$ cat src/rtl/rf_dump_reader_pkg.sv
// rf_dump_reader_pkg: shared register-file geometry and dump-engine state encoding
package rf_dump_reader_pkg;
    // Register file geometry, also used by the register file and the core top
    localparam int RF_AW = 5;
    localparam int RF_DW = 32;
    typedef enum logic [1:0] {ST_IDLE, ST_READ, ST_SEND, ST_DONE} state_e;
endpackage

$ cat src/rtl/rf_dump_reader.sv
// rf_dump_reader: walks a register index range through the RF debug read port and streams each value out
// Ports:
//   clk, rst_n               clock, asynchronous active-low reset
//   start, first_idx, last_idx  dump request and inclusive index range, sampled in IDLE
//   abort                    cancels a dump in progress
//   reg_sel / reg_data       register file read port (combinational data)
//   dout_*                   valid/ready word stream tagged with index and last flag
//   busy, done               activity flag and end-of-dump pulse
module rf_dump_reader
    import rf_dump_reader_pkg::*;
#(
    parameter int AW = RF_AW,
    parameter int DW = RF_DW
) (
    input  logic          clk,
    input  logic          rst_n,
    input  logic          start,
    input  logic [AW-1:0] first_idx,
    input  logic [AW-1:0] last_idx,
    input  logic          abort,
    output logic [AW-1:0] reg_sel,
    input  logic [DW-1:0] reg_data,
    output logic          dout_valid,
    input  logic          dout_ready,
    output logic [DW-1:0] dout_data,
    output logic [AW-1:0] dout_idx,
    output logic          dout_last,
    output logic          busy,
    output logic          done
);
    state_e        state_q, state_d;
    logic [AW-1:0] cur_q, cur_d;
    logic [AW-1:0] end_q, end_d;
    logic [DW-1:0] data_q, data_d;
    logic [AW-1:0] idx_q, idx_d;
    logic          last_q, last_d;

    always_comb begin
        state_d = state_q;
        cur_d   = cur_q;
        end_d   = end_q;
        data_d  = data_q;
        idx_d   = idx_q;
        last_d  = last_q;
        case (state_q)
            ST_IDLE: begin
                // An empty range skips straight to DONE and leaves reg_sel untouched
                if (start && first_idx <= last_idx) begin
                    cur_d   = first_idx;
                    end_d   = last_idx;
                    state_d = ST_READ;
                end else if (start) begin
                    state_d = ST_DONE;
                end
            end
            ST_READ: begin
                data_d  = reg_data;
                idx_d   = cur_q;
                last_d  = cur_q == end_q;
                state_d = abort ? ST_IDLE : ST_SEND;
            end
            ST_SEND: begin
                // abort outranks a same-cycle handshake; cur never wraps since it stops at end
                if (abort) begin
                    state_d = ST_IDLE;
                end else if (dout_ready) begin
                    state_d = last_q ? ST_DONE : ST_READ;
                    cur_d   = last_q ? cur_q : cur_q + 1'b1;
                end
            end
            ST_DONE: state_d = ST_IDLE;
            default: state_d = ST_IDLE;
        endcase
    end

    always_ff @(posedge clk or negedge rst_n) begin
        if (!rst_n) begin
            state_q <= ST_IDLE;
            cur_q   <= '0;
            end_q   <= '0;
            data_q  <= '0;
            idx_q   <= '0;
            last_q  <= 1'b0;
        end else begin
            state_q <= state_d;
            cur_q   <= cur_d;
            end_q   <= end_d;
            data_q  <= data_d;
            idx_q   <= idx_d;
            last_q  <= last_d;
        end
    end

    // cur_q only changes on entry to READ, so it doubles as the registered read select
    assign reg_sel    = cur_q;
    assign dout_valid = state_q == ST_SEND;
    assign dout_data  = data_q;
    assign dout_idx   = idx_q;
    assign dout_last  = last_q;
    assign busy       = state_q != ST_IDLE;
    assign done       = state_q == ST_DONE;
endmodule

$ cat config.mk
export PLATFORM = sky130hd
export DESIGN_NAME = rf_dump_reader
export DESIGN_NICKNAME = d
export VERILOG_FILES = /design/src/rtl/rf_dump_reader_pkg.sv /design/src/rtl/rf_dump_reader.sv
export SDC_FILE = /design/constraint.sdc
export NUM_CORES = 1
export LEC_CHECK = 0
export CELL_PAD_IN_SITES_DETAIL_PLACEMENT = 2
export CELL_PAD_IN_SITES_GLOBAL_PLACEMENT = 2
export CORE_AREA = 3 3 103 105
export CTS_CLUSTER_SIZE = 12
export DETAILED_ROUTE_END_ITERATION = 12
export DIE_AREA = 0 0 106 108
export PLACE_DENSITY = 0.76
export REMOVE_ABC_BUFFERS = 1
export SLEW_MARGIN = 5
export SYNTH_ARGS = -nofsm -noshare
export SYNTH_HDL_FRONTEND = slang
export SYNTH_SLANG_ARGS = --single-unit
export TNS_END_PERCENT = 30
$ cat constraint.sdc
create_clock -name clk -period 1.75 [get_ports clk]
set_input_delay 0.35 -clock clk [delete_from_list [all_inputs] [get_ports clk]]
set_output_delay 0.35 -clock clk [all_outputs]
set_load 0.005 [all_outputs]
==> Flow_metrics.wiki <==
{| class="wikitable"
! Metric !! Value
|-
| Top cell type by total area after synthesis || sky130_fd_sc_hd__dfrtp_1
|-
| Area growth, synth to finish || 64.83%
|-
| Worst-path maximum fanout || 5
|-
| Clock tree root buffer cell || sky130_fd_sc_hd__clkbuf_8
|-
| Kind of launch point of the worst setup path || input pin
|-
| Number of buffers created by CTS || 5
|-
| Number of antenna violations at the first check in global routing || 0
|-
| Number of antenna-violating nets in the routed design || 0
|-
| Worst Path Arrival || 2.13 ns
|-
| Slowest stage delay, CP || 0.55 ns
|-
| Total internal power || 4.086 mW
|-
| P_leak || 1.563 nW
|-
| Min Clock Period, post-route || 1.906 ns
|-
| Starting density of the core || 23.07%
|-
| Post-cts hold buffer count || 0
|-
| Overflow left after global routing || 0
|-
| Result of the run || finished with violations
|-
| Dominant cell by count in the synthesized netlist || sky130_fd_sc_hd__dfrtp_1
|-
| Fraction of layout cells with a size suffix above 1 || 36.55%
|-
| Final setup slack of the worst path || -0.1561 ns
|-
| Yosys top cell area share || 55.74%
|-
| Ys Warns || 0
|-
| HPWL after detailed placement || 5344 um
|-
| Failing checks || negative setup slack
|-
| H-tree levels || 2
|-
| Post-synthesis instance area || 2245 um2
|-
| Fraction of power consumed by sequential logic || 35.3%
|-
| Commonest cells in the netlist || sky130_fd_sc_hd__dfrtp_1 (50), sky130_fd_sc_hd__mux2_2 (41), sky130_fd_sc_hd__nand2_1 (10), sky130_fd_sc_hd__inv_1 (8)
|-
| Die span in y || 108 um
|-
| Switching Share || 31.58%
|-
| Largest buffer count on any clock path || 2
|-
| Count of state elements after synthesis || 50
|-
| Maximum Capacitance Violations || 0
|-
| Data required time at the worst endpoint || 1.97 ns
|-
| Final weighted congestion in routability-driven placement || 0.8067
|-
| Residual DRC || 0
|-
| Total clock sinks || 50
|-
| Avg Inst Size Synth || 13.05 um2
|-
| Iteration-0 DRC Markers || 53
|-
| Area of the core || 9729 um2
|-
| Cell count after synthesis || 172
|-
| Delay-heaviest family, CP || simple AND/OR/NAND/NOR gates
|-
| Final hold violation count || 0
|-
| Power density of the placed cells || 1614 nW/um2
|-
| Worst vdd rail ir drop || 0.0004183 V
|-
| Number of vias per cell after detailed routing || 4.314
|-
| Total wire length after detailed routing || 7082 um
|-
| Number of antenna cells inserted || 0
|-
| Worst flop-to-flop path startpoint || state_q[0]$_DFFE_PN0P_
|-
| Worst min-delay path category || in2async
|-
| Die footprint || 11450 um2
|-
| Worst-case clock skew || 0.01395 ns
|-
| Number of flops mapped to enable cells by yosys || 0
|-
| Final worst-path cycle share || 108.9%
|-
| Cell types occupying the most area after synthesis || sky130_fd_sc_hd__dfrtp_1 (56%), sky130_fd_sc_hd__mux2_2 (21%), sky130_fd_sc_hd__ha_1 (3.3%), sky130_fd_sc_hd__nand2_1 (1.7%), sky130_fd_sc_hd__a21oi_1 (1.3%)
|-
| Proportion of register bits with asynchronous set or reset after synthesis || 100.0%
|-
| Final Total Pwr || 5.971 mW
|-
| Slowest cell on crit path || sky130_fd_sc_hd__or4b_4
|-
| Largest net degree at the start of global routing || 39
|-
| Post-synthesis sequential area ratio || 55.74%
|-
| Number of global-route vias before repair || 2037
|-
| Tightest Pin Transition || 0.5263 ns
|-
| Worst path buffer plus inverter count || 3
|-
| Post-synth top flop || sky130_fd_sc_hd__dfrtp_1
|-
| Reg clk slew, reported paths || 0.09 ns
|-
| R2R depth || 7
|-
| Per-cell routed wire length || 16.74 um
|-
| Number of port buffers || 92
|-
| Share of power burned in the clock network || 12.0%
|-
| Clock tree from TritonCTS || done
|-
| Initial DRT Pass Iterations || 4
|-
| Number of nets at the end of the flow || 342
|-
| Critical path, cell by cell || buf_2, ha_4, nand3_4, or4b_4, o2bb2ai_4, buf_12, buf_4, o22ai_1, a2bb2oi_2
|-
| Number of max-slew violations in the final report || 0
|-
| Minimum hold slack || 0.01271 ns
|-
| Global-route wire length before repair || 11260 um
|-
| Maximum clock rate || 524.6 MHz
|-
| Final number of setup-violating endpoints || 10
|-
| Worst relative slew slack || 64.91%
|-
| Class of the most critical setup path || in2reg
|-
| X dimension of the die || 106 um
|-
| Site row count || 36
|-
| Critical path endpoint category || register
|-
| Worst R2R Setup Slack || -0.12 ns
|-
| Number of unique standard cell types used by synthesis || 31
|-
| Total number of vias || 1825
|-
| RSZ-0062 raised after global routing || yes
|-
| Reg2reg end || reg_sel[2]$_DFFE_PN0P_
|-
| I/O pin total || 93
|-
| Later-pin clock latency in the skew report || 0.31 ns
|-
| GR Util All Layers || 12.51%
|-
| Sw power || 1.886 mW
|-
| Proportion of power drawn by combinational gates || 52.7%
|}
-- power groups by stage --
stage | clock, mW | sequential (mW) | combinational, mW
final | 0.714 | 2.11 | 3.15
after global routing | 0.802 | 2.21 | 3.42
after CTS | 0.763 | 2.12 | 3.16
after detailed placement | 0 | 2.15 | 3.04
after global placement | 0 | 2.11 | 2.93
after floorplan | 0 | 2.16 | 1.17
-- layer usage --
metal	track usage (%)	share of wire (%)	vias up
met2	22.50	52	61
met5	0	0	-
li1	-	-	837
met1	15.56	42	922
met3	2.866	5.2	5
met4	2.220	0.71	0
-- how the worst max path moves through the flow --
| stage | from | endpoint | slack [ns] | cells after the start |
|---|---|---|---|---|
| after global routing | first_idx[0] | reg_sel[2]$_DFFE_PN0P_ | -0.17 | 10 |
| final | first_idx[1] | reg_sel[2]$_DFFE_PN0P_ | -0.16 | 9 |
| after CTS | state_q[1]$_DFFE_PN0P_ | reg_sel[1]$_DFFE_PN0P_ | -0.08 | 6 |
| after global placement | last_idx[2] | end_q[0]$_DFFE_PN0P_ | -0.83 | 8 |
| after floorplan | last_idx[2] | reg_sel[1]$_DFFE_PN0P_ | -0.28 | 7 |
| after detailed placement | last_idx[1] | reg_sel[3]$_DFFE_PN0P_ | -0.90 | 10 |
-- metrics by stage --
step                instances  worst slack [ns]  area, um2  TNS, ns  util, %
finish                    423           -0.1561       3700   -1.004    38.03
floorplan                 166           -0.2775       2215   -7.613        -
global placement          410           -0.8284       3466   -8.315    35.62
global route              423           -0.1746       3700   -1.351    38.03
detailed placement        410           -0.8959       3466   -9.022    35.62
CTS                       423          -0.08203       3662  -0.5466    37.64
-- registers in the layout, indices dropped and copies added, names as in the netlist --
name,flops
dout_data,32
dout_idx,5
dout_last,1
end_q,5
reg_sel,5
state_q,2
-- placed cells by master (no fill, tap or decap), types with 2 or more instances in the layout --
cell                              netlist  routed
sky130_fd_sc_hd__clkdlybuf4s15_2        0       2
sky130_fd_sc_hd__xor2_1                 2       2
sky130_fd_sc_hd__mux2_2                41      38
sky130_fd_sc_hd__clkbuf_8               0       6
sky130_fd_sc_hd__inv_1                  8       4
sky130_fd_sc_hd__xnor2_1                3       3
sky130_fd_sc_hd__o21ai_0                3       3
sky130_fd_sc_hd__o221ai_2               0       2
sky130_fd_sc_hd__nor2_4                 0       2
sky130_fd_sc_hd__buf_6                  1       5
sky130_fd_sc_hd__buf_4                  0      19
sky130_fd_sc_hd__a211o_1                2       2
sky130_fd_sc_hd__ha_4                   0       4
sky130_fd_sc_hd__clkinv_2               1       2
sky130_fd_sc_hd__nand3_1                6       5
sky130_fd_sc_hd__a21oi_1                6       6
sky130_fd_sc_hd__inv_2                  0       4
sky130_fd_sc_hd__or4b_4                 2       2
sky130_fd_sc_hd__nor2_1                 4       3
sky130_fd_sc_hd__dlygate4sd2_1          0       3
sky130_fd_sc_hd__nand2b_1               3       3
sky130_fd_sc_hd__nand2_1               10       9
sky130_fd_sc_hd__clkdlybuf4s50_1        0      78
sky130_fd_sc_hd__o22ai_1                2       2
sky130_fd_sc_hd__ha_1                   6       2
sky130_fd_sc_hd__buf_2                  0       6
sky130_fd_sc_hd__nor3_1                 4       4
sky130_fd_sc_hd__buf_12                 0       2
sky130_fd_sc_hd__mux2_4                 1       4
sky130_fd_sc_hd__dfrtp_1               50      49
-- logic make-up (layout without fill, tap and decap cells) --
family	after synthesis	in the layout	share of synthesized area, %
mux	42	42	21.24
simple gates	35	35	8.418
flops	50	50	55.74
xor+xnor	5	5	1.951
fa+ha+maj	6	6	3.344
compound gates	19	19	6.411
buf+inv	15	133	2.898
-- final cells by class --
cell class / count / area [um2]
sequential: 50 / 1252
tap: 133 / 166.4
timing repair buffer: 116 / 1109
clock inverter: 2 / 12.51
multi-input combinational: 107 / 1042
clock buffer: 6 / 82.58
fill: 1049 / 6030
inverter: 9 / 35.03
-- what timing repair did --
action | CTS | global route
setup buffers | 5 | 0
gates resized for setup | 55 | 11
endpoints found under the setup margin | 14 | 15
pin swaps | 13 | 5
Note: power is estimated with default switching activity, not from simulation.
